<file path="src/rtl/limit_seq_pkg.sv">
// Shared definitions for the limit-select sequencer: FSM state encoding,
// select width and the default period-limit width.
package limit_seq_pkg;

  localparam int SEL_W              = 2;
  localparam int DEFAULT_DATA_WIDTH = 32;
  localparam int STEP_W             = 8;

  typedef enum logic [1:0] {
    IDLE  = 2'd0,
    LOAD  = 2'd1,
    COUNT = 2'd2
  } state_e;

  function automatic logic [SEL_W-1:0] sel_wrap_inc(input logic [SEL_W-1:0] s);
    return s + SEL_W'(1);
  endfunction

endpackage

</file>
<file path="src/rtl/limit_sel_sequencer_if.sv">
// Run-control and select/limit bus between the sequencer and its environment
// (external limit mux plus mode/enable sources).
interface limit_sel_sequencer_if #(
  parameter int DATA_WIDTH = limit_seq_pkg::DEFAULT_DATA_WIDTH
);
  logic                             i_en;
  logic                             i_auto;
  logic [limit_seq_pkg::SEL_W-1:0]  i_sw;
  logic [DATA_WIDTH-1:0]            i_limit;
  logic [limit_seq_pkg::SEL_W-1:0]  o_sel;
  logic                             o_tick;
  logic                             o_busy;

  modport slave (
    input  i_en, i_auto, i_sw, i_limit,
    output o_sel, o_tick, o_busy
  );

  modport master (
    output i_en, i_auto, i_sw, i_limit,
    input  o_sel, o_tick, o_busy
  );
endinterface

</file>
<file path="src/rtl/period_counter.sv">
// Free-running period counter with synchronous clear, count enable and a
// terminal-count flag raised while the count equals i_limit-1.
module period_counter #(
  parameter int DATA_WIDTH = 32
) (
  input  logic                  i_clk,
  input  logic                  i_rst_n,
  input  logic                  i_clr,
  input  logic                  i_en,
  input  logic [DATA_WIDTH-1:0] i_limit,
  output logic                  o_tc
);

  logic [DATA_WIDTH-1:0] r_cnt;

  assign o_tc = (r_cnt == (i_limit - DATA_WIDTH'(1)));

  always_ff @(posedge i_clk or negedge i_rst_n) begin
    if (!i_rst_n) begin
      r_cnt <= '0;
    end else if (i_clr) begin
      r_cnt <= '0;
    end else if (i_en) begin
      r_cnt <= o_tc ? '0 : r_cnt + DATA_WIDTH'(1);
    end
  end

endmodule

</file>
<file path="src/rtl/limit_sel_sequencer.sv">
// Sequences a 2-bit select through an external limit mux, ticking at each period end.
// Optional tick counter output enabled by defining LIMIT_SEL_SEQ_TICK_CNT_EN.
module limit_sel_sequencer
  import limit_seq_pkg::*;
#(
  parameter int DATA_WIDTH = DEFAULT_DATA_WIDTH,
  parameter int STEP_TICKS = 4
) (
  input  logic                  i_clk,
  input  logic                  i_rst_n,
  limit_sel_sequencer_if.slave  bus
`ifdef LIMIT_SEL_SEQ_TICK_CNT_EN
  ,
  output logic [15:0]           o_tick_cnt
`endif
);

  localparam logic [STEP_W-1:0] STEP_LIM = STEP_W'(STEP_TICKS);

  state_e                 r_state;
  logic [DATA_WIDTH-1:0]  r_limit_q;
  logic [STEP_W-1:0]      r_step;
  logic [SEL_W-1:0]       r_sel;
  logic                   r_tick;

  logic [DATA_WIDTH-1:0]  w_limit;
  logic                   w_cnt_en;
  logic                   w_tc;
  logic                   w_tick_now;
  logic [STEP_W-1:0]      w_step_inc;
  logic [STEP_W-1:0]      w_next_step;
  logic [SEL_W-1:0]       w_next_sel;

  assign w_limit    = bus.i_limit;
  assign w_cnt_en   = (r_state == COUNT) && bus.i_en;
  assign w_tick_now = w_cnt_en && w_tc;

  period_counter #(
    .DATA_WIDTH (DATA_WIDTH)
  ) u_period_counter (
    .i_clk   (i_clk),
    .i_rst_n (i_rst_n),
    .i_clr   (!w_cnt_en),
    .i_en    (w_cnt_en),
    .i_limit (r_limit_q),
    .o_tc    (w_tc)
  );

  // Selection for the next period; only consumed on a tick edge.
  always_comb begin
    w_step_inc  = r_step + STEP_W'(1);
    w_next_sel  = r_sel;
    w_next_step = '0;
    if (bus.i_auto) begin
      if (w_step_inc == STEP_LIM) begin
        w_next_sel = sel_wrap_inc(r_sel);
      end else begin
        w_next_step = w_step_inc;
      end
    end else begin
      w_next_sel = bus.i_sw;
    end
  end

  always_ff @(posedge i_clk or negedge i_rst_n) begin
    if (!i_rst_n) begin
      r_state   <= IDLE;
      r_limit_q <= DATA_WIDTH'(1);
      r_step    <= '0;
      r_sel     <= '0;
      r_tick    <= 1'b0;
    end else begin
      r_tick <= 1'b0;
      if (!bus.i_en) begin
        r_state <= IDLE;
        r_step  <= '0;
      end else begin
        case (r_state)
          IDLE: r_state <= LOAD;
          LOAD: begin
            // A zero limit would never reach terminal count; treat it as 1.
            r_limit_q <= (w_limit == '0) ? DATA_WIDTH'(1) : w_limit;
            r_state   <= COUNT;
          end
          COUNT: begin
            if (w_tc) begin
              r_tick  <= 1'b1;
              r_sel   <= w_next_sel;
              r_step  <= w_next_step;
              r_state <= (w_next_sel != r_sel) ? LOAD : COUNT;
            end
          end
          default: r_state <= IDLE;
        endcase
      end
    end
  end

  assign bus.o_sel  = r_sel;
  assign bus.o_tick = r_tick;
  assign bus.o_busy = (r_state != IDLE);

`ifdef LIMIT_SEL_SEQ_TICK_CNT_EN
  logic [15:0] r_tick_cnt;

  always_ff @(posedge i_clk or negedge i_rst_n) begin
    if (!i_rst_n) begin
      r_tick_cnt <= '0;
    end else if (w_tick_now) begin
      r_tick_cnt <= r_tick_cnt + 16'd1;
    end
  end

  assign o_tick_cnt = r_tick_cnt;
`else
  logic w_tick_now_unused;
  assign w_tick_now_unused = w_tick_now;
`endif

endmodule

</file>
<file path="src/flat_wrapper.sv">
// flat-port wrapper written by rule: the top's interface ports become plain ports
module limit_sel_sequencer_flat import limit_seq_pkg::*;
#(
  parameter int DATA_WIDTH = DEFAULT_DATA_WIDTH,
  parameter int STEP_TICKS = 4
)
  (i_clk, i_rst_n, bus_i_en, bus_i_auto, bus_i_sw, bus_i_limit, bus_o_sel, bus_o_tick, bus_o_busy);
  limit_sel_sequencer_if #(.DATA_WIDTH(DATA_WIDTH)) bus_i ();
  input  logic i_clk;
  input  logic i_rst_n;
  input wire logic [$bits(bus_i.i_en)-1:0] bus_i_en;
  input wire logic [$bits(bus_i.i_auto)-1:0] bus_i_auto;
  input wire logic [$bits(bus_i.i_sw)-1:0] bus_i_sw;
  input wire logic [$bits(bus_i.i_limit)-1:0] bus_i_limit;
  output wire logic [$bits(bus_i.o_sel)-1:0] bus_o_sel;
  output wire logic [$bits(bus_i.o_tick)-1:0] bus_o_tick;
  output wire logic [$bits(bus_i.o_busy)-1:0] bus_o_busy;
  assign bus_i.i_en = bus_i_en;
  assign bus_i.i_auto = bus_i_auto;
  assign bus_i.i_sw = bus_i_sw;
  assign bus_i.i_limit = bus_i_limit;
  assign bus_o_sel = bus_i.o_sel;
  assign bus_o_tick = bus_i.o_tick;
  assign bus_o_busy = bus_i.o_busy;
  limit_sel_sequencer #(.DATA_WIDTH(DATA_WIDTH), .STEP_TICKS(STEP_TICKS)) u_core (.i_clk(i_clk), .i_rst_n(i_rst_n), .bus(bus_i));
endmodule
</file>
<file path="config.mk">
export PLATFORM = sky130hd
export DESIGN_NAME = limit_sel_sequencer_flat
export DESIGN_NICKNAME = d
export VERILOG_FILES = /design/src/rtl/limit_seq_pkg.sv /design/src/rtl/limit_sel_sequencer_if.sv /design/src/rtl/period_counter.sv /design/src/rtl/limit_sel_sequencer.sv /design/src/flat_wrapper.sv
export SDC_FILE = /design/constraint.sdc
export NUM_CORES = 1
export LEC_CHECK = 0
export CORE_MARGIN = 3
export CORE_UTILIZATION = 25
export DETAILED_ROUTE_END_ITERATION = 10
export DONT_BUFFER_PORTS = 1
export SLEW_MARGIN = 30
export SYNTH_ARGS = -nofsm -noshare
export SYNTH_HDL_FRONTEND = slang
export SYNTH_HIERARCHICAL = 1
export SYNTH_SLANG_ARGS = --single-unit
</file>
<file path="constraint.sdc">
create_clock -name i_clk -period 3.09 [get_ports i_clk]
set_input_delay 0.309 -clock i_clk [delete_from_list [all_inputs] [get_ports i_clk]]
set_output_delay 0.309 -clock i_clk [all_outputs]
set_load 0.02 [all_outputs]
</file>
==> results of run 1 <==
state kept, by name, indices dropped and copies added (netlist names):
register and count:
u_core/r_limit_q 32, u_core/u_period_counter/r_cnt 32, u_core/r_step 8, u_core/bus.o_sel 2, u_core/r_state 2, u_core/bus.o_tick 1
worst max-delay path, cell delays in order (launching register included):
cell	delay, ns
dfrtp_2	0.40
buf_4	0.17
nor4b_4	0.32
a2bb2oi_1	0.10
or4_4	0.55
nor4_4	0.25
buf_4	0.16
nand3_2	0.06
nor3b_2	0.19
and3_4	0.25
nand3_4	0.10
inv_4	0.10
nand2_8	0.07
or2_4	0.25
o21ai_2	0.12
layer usage:
| metal | track usage | vias up | routed length (um) |
|---|---|---|---|
| li1 | - | 2293 | - |
| met1 | 0.161 | 2274 | 6060 |
| met3 | 0.0404 | 31 | 950 |
| met5 | 0 | - | 11 |
| met4 | 0.0572 | 2 | 371 |
| met2 | 0.201 | 109 | 7020 |
cell type report:
class | instances | area, um2 | area share
flip-flops and latches | 77 | 1930 | 0.283
inverters | 15 | 58.8 | 0.00864
repair buffers | 93 | 781 | 0.115
well taps | 265 | 332 | 0.0487
multi-input cells | 450 | 3410 | 0.502
clock inverters | 5 | 50.0 | 0.00735
clock buffers | 11 | 243 | 0.0357
power by group through the flow:
stage	Clock (uW)	Combinational (uW)	Sequential (uW)
floorplan	0	1110	1490
global placement	0	1830	1460
detailed placement	0	1850	1470
CTS	1080	2030	1460
global route	1120	2360	1500
finish	1050	2180	1470
through the flow:
stage               instances  instance area, um2  power, uW
global placement          881                5910       3290
detailed placement        881                5910       3320
CTS                       907                6490       4580
finish                    916                6810       4710
floorplan                 570                5140       2600
global route              916                6810       4990
Yosys cell counts, drive strengths merged, types with 5 or more instances:
cell type and instances:
nor3 18, a31oi 14, xor2 23, nor2 43, xnor2 18, and4 6
nand2 49, nand4 18, and3 12, or2 5, nand3 33, o21ai 36
clkbuf 18, mux2i 10, nor3b 5, mux2 31, or4 10, dfrtp 76
nor4 21, nand2b 7, o311ai 5, inv 15, a21oi 16, buf 10
nor2b 5
path summary, 6_finish.rpt:
kind	start	depth (start not counted)	endpoint
worst max-delay path	u_core/r_limit_q[2]	14	u_core/r_step[1]
worst min-delay path	bus_i_limit[21]	1	u_core/r_limit_q[21]
worst max register to register	u_core/r_limit_q[2]	14	u_core/r_step[1]
worst min register to register	u_core/r_step[1]	2	u_core/r_step[1]
max in group asynchronous	i_rst_n	2	u_core/r_limit_q[0]
min in group asynchronous	i_rst_n	2	u_core/r_step[0]
what timing repair did:
action	in CTS	in global routing
setup buffers	8	8
gates cloned	0	1
hold buffers	2	0
pin swaps	14	19
resized for setup	45	61
setup endpoints to repair	44	41
endpoints found under the hold margin	77	0
cell families (layout without fill, tap and decap cells):
logic type | count (synthesis) | in the layout | synth area share
AO/OA/AOI/OAI | 113 | 113 | 0.154
XOR/XNOR | 41 | 41 | 0.0701
adder cells (fa/ha/maj) | 3 | 3 | 0.00732
buffers and inverters | 43 | 124 | 0.0364
flip-flops | 77 | 77 | 0.376
multiplexers | 41 | 41 | 0.0876
AND/OR/NAND/NOR | 252 | 252 | 0.268
==> impl_results.md, run 1 <==
- Syn avg cell area: 8.99 um2
- Fraction of synthesized cell area taken by the top area cell type: 0.371
- CTS H-Tree Depth: 3
- Switching power summed over all nets: 1730 uW
- CTS buffer count: 9
- # IOs: 42
- Leading register cell type out of synthesis: dfrtp_1
- Maximum net fanout on the critical path: 8
- Most area-consuming cells after synthesis: dfrtp_1 (37%), mux2_2 (5.9%), xor2_1 (3.9%), nand2_1 (3.5%), nand3_1 (3.2%)
- Normalized max-slew margin: 0.621
- Drt pass-1 iters: 5
- Worst setup slack before clock tree synthesis: -0.384 ns
- Nature of the critical path startpoint: flip-flop
- Aggregate negative setup slack: -0.647 ns
- Site Rows: 51
- EDFF count, synth: 0
- Share of the clock period used by the worst path: 1.03
- Post-DP HPWL: 10.4 mm
- Antenna violations before repair: 1
- Status: finished with violations
- Routed length per placed instance: 15.7 um
- Sequential cell area fraction in the yosys report: 0.376
- Leakage Power: 0.00276 uW
- Number of design rule violations left after detail routing: 0
- Areal power density over the cells: 691 mW/mm2
- Post-detailed-route count of antenna-violating nets: 0
- RSZ-0062 raised after global routing: true
- DRC marker count from the first detailed-route iteration: 313
- Worst hold margin: 0.0913 ns
- Total of flip-flops plus latches after synthesis: 77
- Violated checks: setup timing
- Hold/Removal Path Class: primary input to flip-flop
- Weighted congestion reported at the end of routability-driven placement: 0.858
- Cell taking the most area after synthesis: dfrtp_1
- Endpoint type of the worst setup path: flip-flop
- Share of total power in sequential cells: 0.313
- Pins over their slew limit: 0
- Net Sw Frac: 0.367
- Number of global-route vias before repair: 4,548
- Worst Path Class, Setup: flip-flop to flip-flop
- Worst endpoint required time: 3.37 ns
- Hold violation total from the final report: 0
- Post-detailed-route via-to-cell ratio: 5.14
- Fraction of final layout cells with drive strength greater than 1: 0.327
- Core Footprint: 0.0198 mm2
- Final nets: 687
- Share of async-settable or async-resettable flops after synthesis: 1.00
- Area Growth Syn to Fin: 32.8%
- Synthesis warning total: 6
- Count of input and output buffers: 0
- Clock-pin transition on the worst setup and hold timing paths: 0.06 ns
- Number of fillers in the final layout: 2,029
- Leading cell types in the layout, fill and taps excluded: buf_4 (81), dfrtp_1 (75), nand2_1 (48)
- Initial standard-cell utilization of the core: 0.259
- Maximum number of pins on one net before global-route repair: 78
- Maximum count of clock buffers along a single path: 2
- Clock latency at the later pin of the worst-skew pair: 0.35 ns
- DRT Wirelength: 14.4 mm
- Die width: 149 um
- Die extent in y: 149 um
- Setup slack after layout: -0.0859 ns
- Net count after synthesis: 611
- Syn Std Cell Area: 0.00513 mm2
- Number of distinct library cells after synthesis: 73
- Total congestion overflow: 0
- Arrival @ worst endpoint: 3.45 ns
- Clock skew after layout: 0.00531 ns
- Antenna fix cells: 0
- Vias post-DR: 4,709
- Max-cap check violation count: 0
- Number of sinks handled by clock tree synthesis: 77
- TritonCTS clock tree: done
- Relative contribution of combinational cells to total power: 0.463
- Max rail drop VDD: 0.000272 V
- Clock root buffer master: clkbuf_16
- Tot GR Track Use: 0.128
- Clock period minus worst slack: 3.18 ns
- Total die area: 0.0223 mm2
- Post-synthesis instance total: 570
- Final setup violating endpoints: 16
- Final Core Density: 0.344
- Wire length of the first global-routing pass: 23.0 mm
- Clock network fraction of total power: 0.223
- Slew @ Worst Pin: 0.567 ns
- Top achievable clock speed: 0.315 GHz
- Most frequent standard cell in the layout excluding fill and tap cells: buf_4
- Internal power: 2980 uW
- Register-to-register setup slack: -0.09 ns
No activity file was read; power rests on OpenSTA's default activity.
==> run 2, diff against run 1 <==
--- a/config.mk
+++ b/config.mk
@@ -12,5 +12,4 @@
 export SLEW_MARGIN = 30
 export SYNTH_ARGS = -nofsm -noshare
 export SYNTH_HDL_FRONTEND = slang
-export SYNTH_HIERARCHICAL = 1
 export SYNTH_SLANG_ARGS = --single-unit
==> impl_results.md, run 2 <==
- Post-detailed-route count of antenna-violating nets: 0 (unchanged)
- Regs by FF count: u_core.r_limit_q x32, u_core.u_period_counter.r_cnt x32, u_core.r_step x8
- Weighted congestion reported at the end of routability-driven placement: 0.840 (-2.1%)
- Post-synthesis instance total: 529 (-7.2%)
- Setup slack after layout: -0.0268 ns (+0.0591 ns)
- Final setup violating endpoints: 2 (-14)
- Status: finished with violations
- Routed length per placed instance: 14.9 um (-5.5%)
- Nature of the critical path startpoint: flip-flop
- Syn Std Cell Area: 0.00501 mm2 (-2.3%)
- Dominant delay contributor by cell family on the critical path: simple AND/OR/NAND/NOR gates
- Overall power: 4280 uW (-9.0%)
- Die extent in y: 148 um (-1.1%)
- Clock network fraction of total power: 0.244 (+0.021)
- Cell breakdown of the critical path: or4_4, or4_4, o21a_1, o21ai_2, o211ai_1, nor4_2, buf_4, and3_4, nand2_2, a211o_1
- Antenna violations before repair: 0 (-1)
- Net count after synthesis: 570 (-6.7%)
- # IOs: 42 (unchanged)
- Cell count after placement: 823 (-6.6%)
- List of most frequent post-synthesis cells: dfrtp_1 (76), nor2_1 (58), xnor2_1 (38)
- Number of global-route vias before repair: 4,061 (-11%)
- Drt pass-1 iters: 5 (unchanged)
- Maximum net fanout on the critical path: 4 (-4)
- Share of total power in sequential cells: 0.346 (+0.033)
- Clock skew after layout: 0.0120 ns (+0.00666 ns)
- Normalized max-slew margin: 0.507 (-0.114)
- Vias post-DR: 4,047 (-14%)
- Worst Path Class, Setup: flip-flop to flip-flop
- Maximum count of clock buffers along a single path: 2 (unchanged)
- Violated checks: setup timing
- Initial standard-cell utilization of the core: 0.256 (-0.00354)
- TritonCTS clock tree: done
- Final std cells w/o fill: 843 (-8.0%)
- Core Footprint: 0.0196 mm2 (-0.97%)
- Fraction of final layout cells with drive strength greater than 1: 0.234 (-0.0936)
- Number of distinct library cells after synthesis: 73 (unchanged)
- Fraction of synthesized cell area taken by the top area cell type: 0.380 (+0.00881)
- Aggregate negative setup slack: -0.0273 ns (+0.619 ns)
- Leakage Power: 0.00229 uW (-17%)
- Switching power summed over all nets: 1540 uW (-11%)
- Post-DP HPWL: 9.68 mm (-6.6%)
- Number of design rule violations left after detail routing: 0 (unchanged)
- Die width: 148 um (-1.1%)
- Clock-pin transition on the worst setup and hold timing paths: 0.05 ns (about the same)
- Hold violation total from the final report: 0 (unchanged)
- Total of flip-flops plus latches after synthesis: 77 (unchanged)
- Sequential cell area fraction in the yosys report: 0.385 (+0.00893)
- Top cell by count, worst path: or4_4
- Most area-consuming cells after synthesis: dfrtp_1 (38%), mux2_2 (7.4%), xnor2_1 (6.6%), xor2_1 (5.8%), nor2_1 (4.3%)
- Worst setup slack before clock tree synthesis: -0.108 ns (+0.276 ns)
- Worst endpoint required time: 3.31 ns (-0.06 ns)
- EDFF count, synth: 0 (unchanged)
- Slew @ Worst Pin: 0.738 ns (+0.171 ns)
- Leading register cell type out of synthesis: dfrtp_1
- Tot GR Track Use: 0.121 (-0.00732)
- DRC marker count from the first detailed-route iteration: 187 (-40%)
- Leading cell types in the layout, fill and taps excluded: dfrtp_1 (76), nor2_1 (58), buf_4 (49)
- Site Rows: 51 (unchanged)
- Largest stage delay, worst path: 0.55 ns (about the same)
- Most repeated cell in the gate-level netlist after synthesis: dfrtp_1
- Cell taking the most area after synthesis: dfrtp_1
- Share of async-settable or async-resettable flops after synthesis: 1.00 (unchanged)
- Total die area: 0.0218 mm2 (-2.2%)
- Max-cap check violation count: 0 (unchanged)
- RSZ-0062 raised after global routing: true
- Maximum number of pins on one net before global-route repair: 78 (unchanged)
- Internal power: 2740 uW (-7.9%)
- Final nets: 615 (-10%)
- Relative contribution of combinational cells to total power: 0.409 (-0.054)
- Clock latency at the later pin of the worst-skew pair: 0.34 ns (about the same)
- Slowest cell on the critical path: or4_4
- Antenna fix cells: 0 (unchanged)
- Clock root buffer master: clkbuf_16
- CTS buffer count: 9 (unchanged)
- Clock period minus worst slack: 3.12 ns (-0.0591 ns)
- Hold/Removal Path Class: primary input to flip-flop
- Share of the clock period used by the worst path: 1.01 (-0.0191)
- Total congestion overflow: 0 (unchanged)
- DRT Wirelength: 12.5 mm (-13%)
- Syn avg cell area: 9.47 um2 (+5.3%)
- Pins over their slew limit: 0 (unchanged)
- Endpoint type of the worst setup path: flip-flop
- Area Growth Syn to Fin: 20.3%
- Number of sinks handled by clock tree synthesis: 77 (unchanged)
- CTS H-Tree Depth: 3 (unchanged)
- Top achievable clock speed: 0.321 GHz (+1.9%)
- Max rail drop VDD: 0.000404 V (+48%)
- Areal power density over the cells: 711 mW/mm2 (+2.8%)
- Most frequent standard cell in the layout excluding fill and tap cells: dfrtp_1
- Count of input and output buffers: 0 (unchanged)
- Arrival @ worst endpoint: 3.33 ns (-0.12 ns)
- Number of buffers and inverters on the critical path: 1 (-2)
- Post-detailed-route via-to-cell ratio: 4.80 (-6.6%)
- Synthesis warning total: 0 (-6)
- Wire length of the first global-routing pass: 21.4 mm (-7.3%)
- Net Sw Frac: 0.360 (-0.00737)
==> run 2: cell count changes after synthesis, sizes merged, moves of 10 or more <==
| cell | before | now |
|---|---|---|
| o21ai | 36 | 13 |
| xnor2 | 18 | 38 |
| nand2 | 49 | 34 |
| nor2 | 43 | 58 |
| a31oi | 14 | 0 |
| xor2 | 23 | 33 |
==> run 2: cell type report <==
type / instances / area [um2]
clock buffers: 11 / 243
inverters: 14 / 52.6
repair buffers: 53 / 437
flip-flops and latches: 77 / 1930
fillers: 2069 / 13600
well taps: 265 / 332
clock inverters: 4 / 48.8
multi-input cells: 419 / 2990
==> run 2: worst paths after layout <==
check                                     from  depth (start not counted)  slack (ns)                                 to
min reg2reg                   u_core.r_step[0]                          1        0.52                   u_core.r_step[0]
min in group asynchronous              i_rst_n                          2        0.54  u_core.u_period_counter.r_cnt[28]
max in group asynchronous              i_rst_n                          2        2.21                u_core.r_limit_q[0]
max                        u_core.r_limit_q[5]                         10       -0.03                u_core.bus.o_sel[0]
max reg2reg                u_core.r_limit_q[5]                         10       -0.03                u_core.bus.o_sel[0]
min                                   bus_i_en                          2        0.08                  u_core.r_state[1]
==> run 2: power groups by stage <==
| stage | registers [uW] | clock network (uW) | logic, uW |
|---|---|---|---|
| global placement | 1490 | 0 | 1660 |
| finish | 1480 | 1050 | 1750 |
| detailed placement | 1490 | 0 | 1680 |
| global route | 1520 | 1110 | 1940 |
| CTS | 1480 | 1080 | 1740 |
| floorplan | 1480 | 0 | 1070 |
==> run 2: cell families (layout without fill, tap and decap cells) <==
logic type	after synthesis	count (layout)	synth area share
AOI/OAI and AO/OA	58	58	0.0817
adders and majority gates	3	3	0.00750
xor gates and xnor gates	71	71	0.124
buffers and inverters	33	82	0.0292
and+or+nand+nor	250	250	0.290
DFF	77	77	0.385
muxes	37	37	0.0827
==> run 2: repair_timing <==
item / CTS / global route
endpoints found under the setup margin: 41 / 45
setup buffers: 1 / 2
gates resized for setup: 5 / 8
hold buffers: 2 / 0
hold endpoints to repair: 77 / 0
cloned: 0 / 0
pin swaps: 12 / 3
==> run 2: per-layer routing <==
layer | part of all wire | global-route usage | up-vias
met2 | 0.48 | 0.191 | 71
met4 | 0.014 | 0.0359 | 0
met1 | 0.47 | 0.166 | 1949
met5 | 0 | 0 | -
li1 | - | - | 2013
met3 | 0.040 | 0.0258 | 14
==> run 2: stage by stage <==
stage	util	area, um2	hold WS, ns
2_1_floorplan	-	5010	0.0134
3_3_place_gp	0.287	5620	0.0221
3_5_place_dp	0.287	5620	0.0216
4_1_cts	0.305	5970	0.0706
5_1_grt	0.308	6030	0.0775
6_report	0.308	6030	0.0815
==> run 2: worst reg2reg max path: stages (launching register included) <==
cell      delay [ns]
dfrtp_1         0.41
or4_4           0.55
or4_4           0.52
o21a_1          0.22
o21ai_2         0.13
o211ai_1        0.12
nor4_2          0.33
buf_4           0.16
and3_4          0.21
nand2_2         0.07
a211o_1         0.28
==> run 3, diff against run 2 <==
--- a/config.mk
+++ b/config.mk
@@ -5,7 +5,7 @@
 export SDC_FILE = /design/constraint.sdc
 export NUM_CORES = 1
 export LEC_CHECK = 0
-export CORE_MARGIN = 3
+export CORE_MARGIN = 2
 export CORE_UTILIZATION = 25
 export DETAILED_ROUTE_END_ITERATION = 10
 export DONT_BUFFER_PORTS = 1
==> impl_results.md, run 3 (same netlist as run 2, synthesis figures left out) <==
- Status: finished with violations
- Violated checks: setup timing
- Number of sinks handled by clock tree synthesis: 77 (unchanged)
- Wire length of the first global-routing pass: 21.2 mm (-0.74%)
- Final Core Density: 0.329 (+0.0215)
- Post-detailed-route via-to-cell ratio: 4.88 (+1.6%)
- Max rail drop VDD: 0.000344 V (-15%)
- Nature of the critical path startpoint: flip-flop
- Sequential cell area: 0.00193 mm2 (about the same)
- Hold violation total from the final report: 0 (unchanged)
- DRT Wirelength: 13.5 mm (+7.5%)
- Drt pass-1 iters: 4 (-1)
- Top achievable clock speed: 0.318 GHz (-1.0%)
- Core Footprint: 0.0196 mm2 (unchanged)
- Post-DP HPWL: 9.59 mm (-0.94%)
- Weighted congestion reported at the end of routability-driven placement: 0.859 (+2.2%)
- Pins over their slew limit: 0 (unchanged)
- Most frequent standard cell in the layout excluding fill and tap cells: dfrtp_1
- Clock skew after layout: 0.0138 ns (+0.00182 ns)
- Maximum number of pins on one net before global-route repair: 78 (unchanged)
- Clock-pin transition on the worst setup and hold timing paths: 0.06 ns (about the same)
- Fraction of final layout cells with drive strength greater than 1: 0.314 (+0.0804)
- Die extent in y: 146 um (-1.4%)
- # IOs: 42 (unchanged)
- Tot GR Track Use: 0.123 (+0.00227)
- Slew @ Worst Pin: 0.590 ns (-0.148 ns)
- Share of the clock period used by the worst path: 1.02 (+0.0104)
- RSZ-0062 raised after global routing: true
- Areal power density over the cells: 705 mW/mm2 (-0.81%)
- Endpoint type of the worst setup path: flip-flop
- Initial standard-cell utilization of the core: 0.256 (unchanged)
- Total die area: 0.0212 mm2 (-2.7%)
- Leading cell types in the layout, fill and taps excluded: dfrtp_1 (75), buf_4 (50), xnor2_1 (38)
- DRC marker count from the first detailed-route iteration: 304 (+63%)
- Count of input and output buffers: 0 (unchanged)
- Vias post-DR: 4,151 (+2.6%)
- Clock latency at the later pin of the worst-skew pair: 0.35 ns (about the same)
- Number of design rule violations left after detail routing: 0 (unchanged)
- Area Growth Syn to Fin: 28.7%
- Setup slack after layout: -0.0588 ns (-0.0320 ns)
- Number of fillers in the final layout: 2,036 (-1.6%)
- Antenna violations before repair: 0 (unchanged)
- Post-detailed-route count of antenna-violating nets: 0 (unchanged)
- Routed length per placed instance: 15.8 um (+6.5%)
- Number of global-route vias before repair: 4,106 (+1.1%)
- Die width: 146 um (-1.4%)
- Site Rows: 51 (unchanged)
- Max-cap check violation count: 0 (unchanged)
- Maximum count of clock buffers along a single path: 2 (unchanged)
- Clock root buffer master: clkbuf_16
- Final nets: 622 (+1.1%)
- Final setup violating endpoints: 21 (+19)
- CTS buffer count: 9 (unchanged)
- Worst Path Class, Setup: flip-flop to flip-flop
- Worst endpoint required time: 3.32 ns (about the same)
- Worst setup slack before clock tree synthesis: -0.118 ns (-0.0105 ns)
- Antenna fix cells: 0 (unchanged)
- Arrival @ worst endpoint: 3.37 ns (+0.04 ns)
- Regs by FF count: u_core.r_limit_q x32, u_core.u_period_counter.r_cnt x32, u_core.r_step x8
- Total congestion overflow: 0 (unchanged)
- Leakage Power: 0.00239 uW (+4.6%)
- Normalized max-slew margin: 0.603 (+0.0965)
- Maximum net fanout on the critical path: 4 (unchanged)
- Hold/Removal Path Class: primary input to flip-flop
- Clock period minus worst slack: 3.15 ns (+0.0320 ns)
- TritonCTS clock tree: done
- CTS H-Tree Depth: 3 (unchanged)
- Total area of multi-input combinational cells: 0.00326 mm2 (+9.3%)
## run 3: cell types whose count changed in the layout (fill, tap and decap cells not counted), sizes merged
cell    before  now
buf         52   57
bufinv       1    2
clkbuf      11   14
clkinv       3    2
## run 3: metal layers
metal,vias up,GRT usage,part of all wire
met1,2046,0.163,0.47
li1,2029,-,-
met2,59,0.199,0.48
met3,17,0.0310,0.035
met5,-,0,0
met4,0,0.0348,0.015
## run 3: power breakdown
group          internal [uW]  switching, uW
combinational            934            968
sequential              1240            259
clock                    730            420
total                   2900           1650
## run 3: critical path, cell delays in order, from the launching register on
cell and delay, ns:
dfstp_2 0.37, inv_2 0.08, ha_4 0.14, or3b_4 0.39, or4_4 0.51, o21a_1 0.20, o21ai_2 0.12, o211ai_1 0.12
nor4_2 0.37, buf_4 0.17, and3_4 0.23, nand2_4 0.06, a211o_1 0.27
## run 3: repair_timing
item / in CTS / in global routing
hold endpoints to repair: 77 / 0
pin swaps: 11 / 36
hold buffers: 2 / 0
endpoints found under the setup margin: 41 / 45
gates cloned: 0 / 4
buffers inserted: 4 / 5
resized for setup: 7 / 86
## run 3: per-stage QoR
stage / instances / total power, uW / area [um2] / hold slack (ns) / setup TNS [ns]
CTS: 842 / 4410 / 6010 / 0.0685 / -2.63
global placement: 820 / 3170 / 5600 / 0.0220 / -0.144
detailed placement: 820 / 3180 / 5600 / 0.0220 / -0.457
global route: 851 / 4830 / 6450 / 0.0862 / -6.41
finish: 851 / 4550 / 6450 / 0.0874 / -0.399
floorplan: 529 / 2550 / 5010 / 0.0134 / 0
## run 3: path summary, 6_finish.rpt
kind	startpoint	endpoint	slack, ns	cells past startpoint
worst max-delay path	u_core.r_limit_q[0]	u_core.bus.o_sel[0]	-0.06	12
worst min-delay path	bus_i_en	u_core.r_state[1]	0.09	2
worst max register to register	u_core.r_limit_q[0]	u_core.bus.o_sel[0]	-0.06	12
worst min register to register	u_core.r_step[0]	u_core.r_step[0]	0.51	1
max in group asynchronous	i_rst_n	u_core.r_limit_q[0]	2.20	2
min in group asynchronous	i_rst_n	u_core.u_period_counter.r_cnt[26]	0.53	2
## run 3: layout make-up
class,instances,area share
clock buffer,12,0.0382
sequential,77,0.299
tap,265,0.0514
clock inverter,4,0.0115
multi-input combinational,419,0.506
inverter,14,0.00815
timing repair buffer,60,0.0850
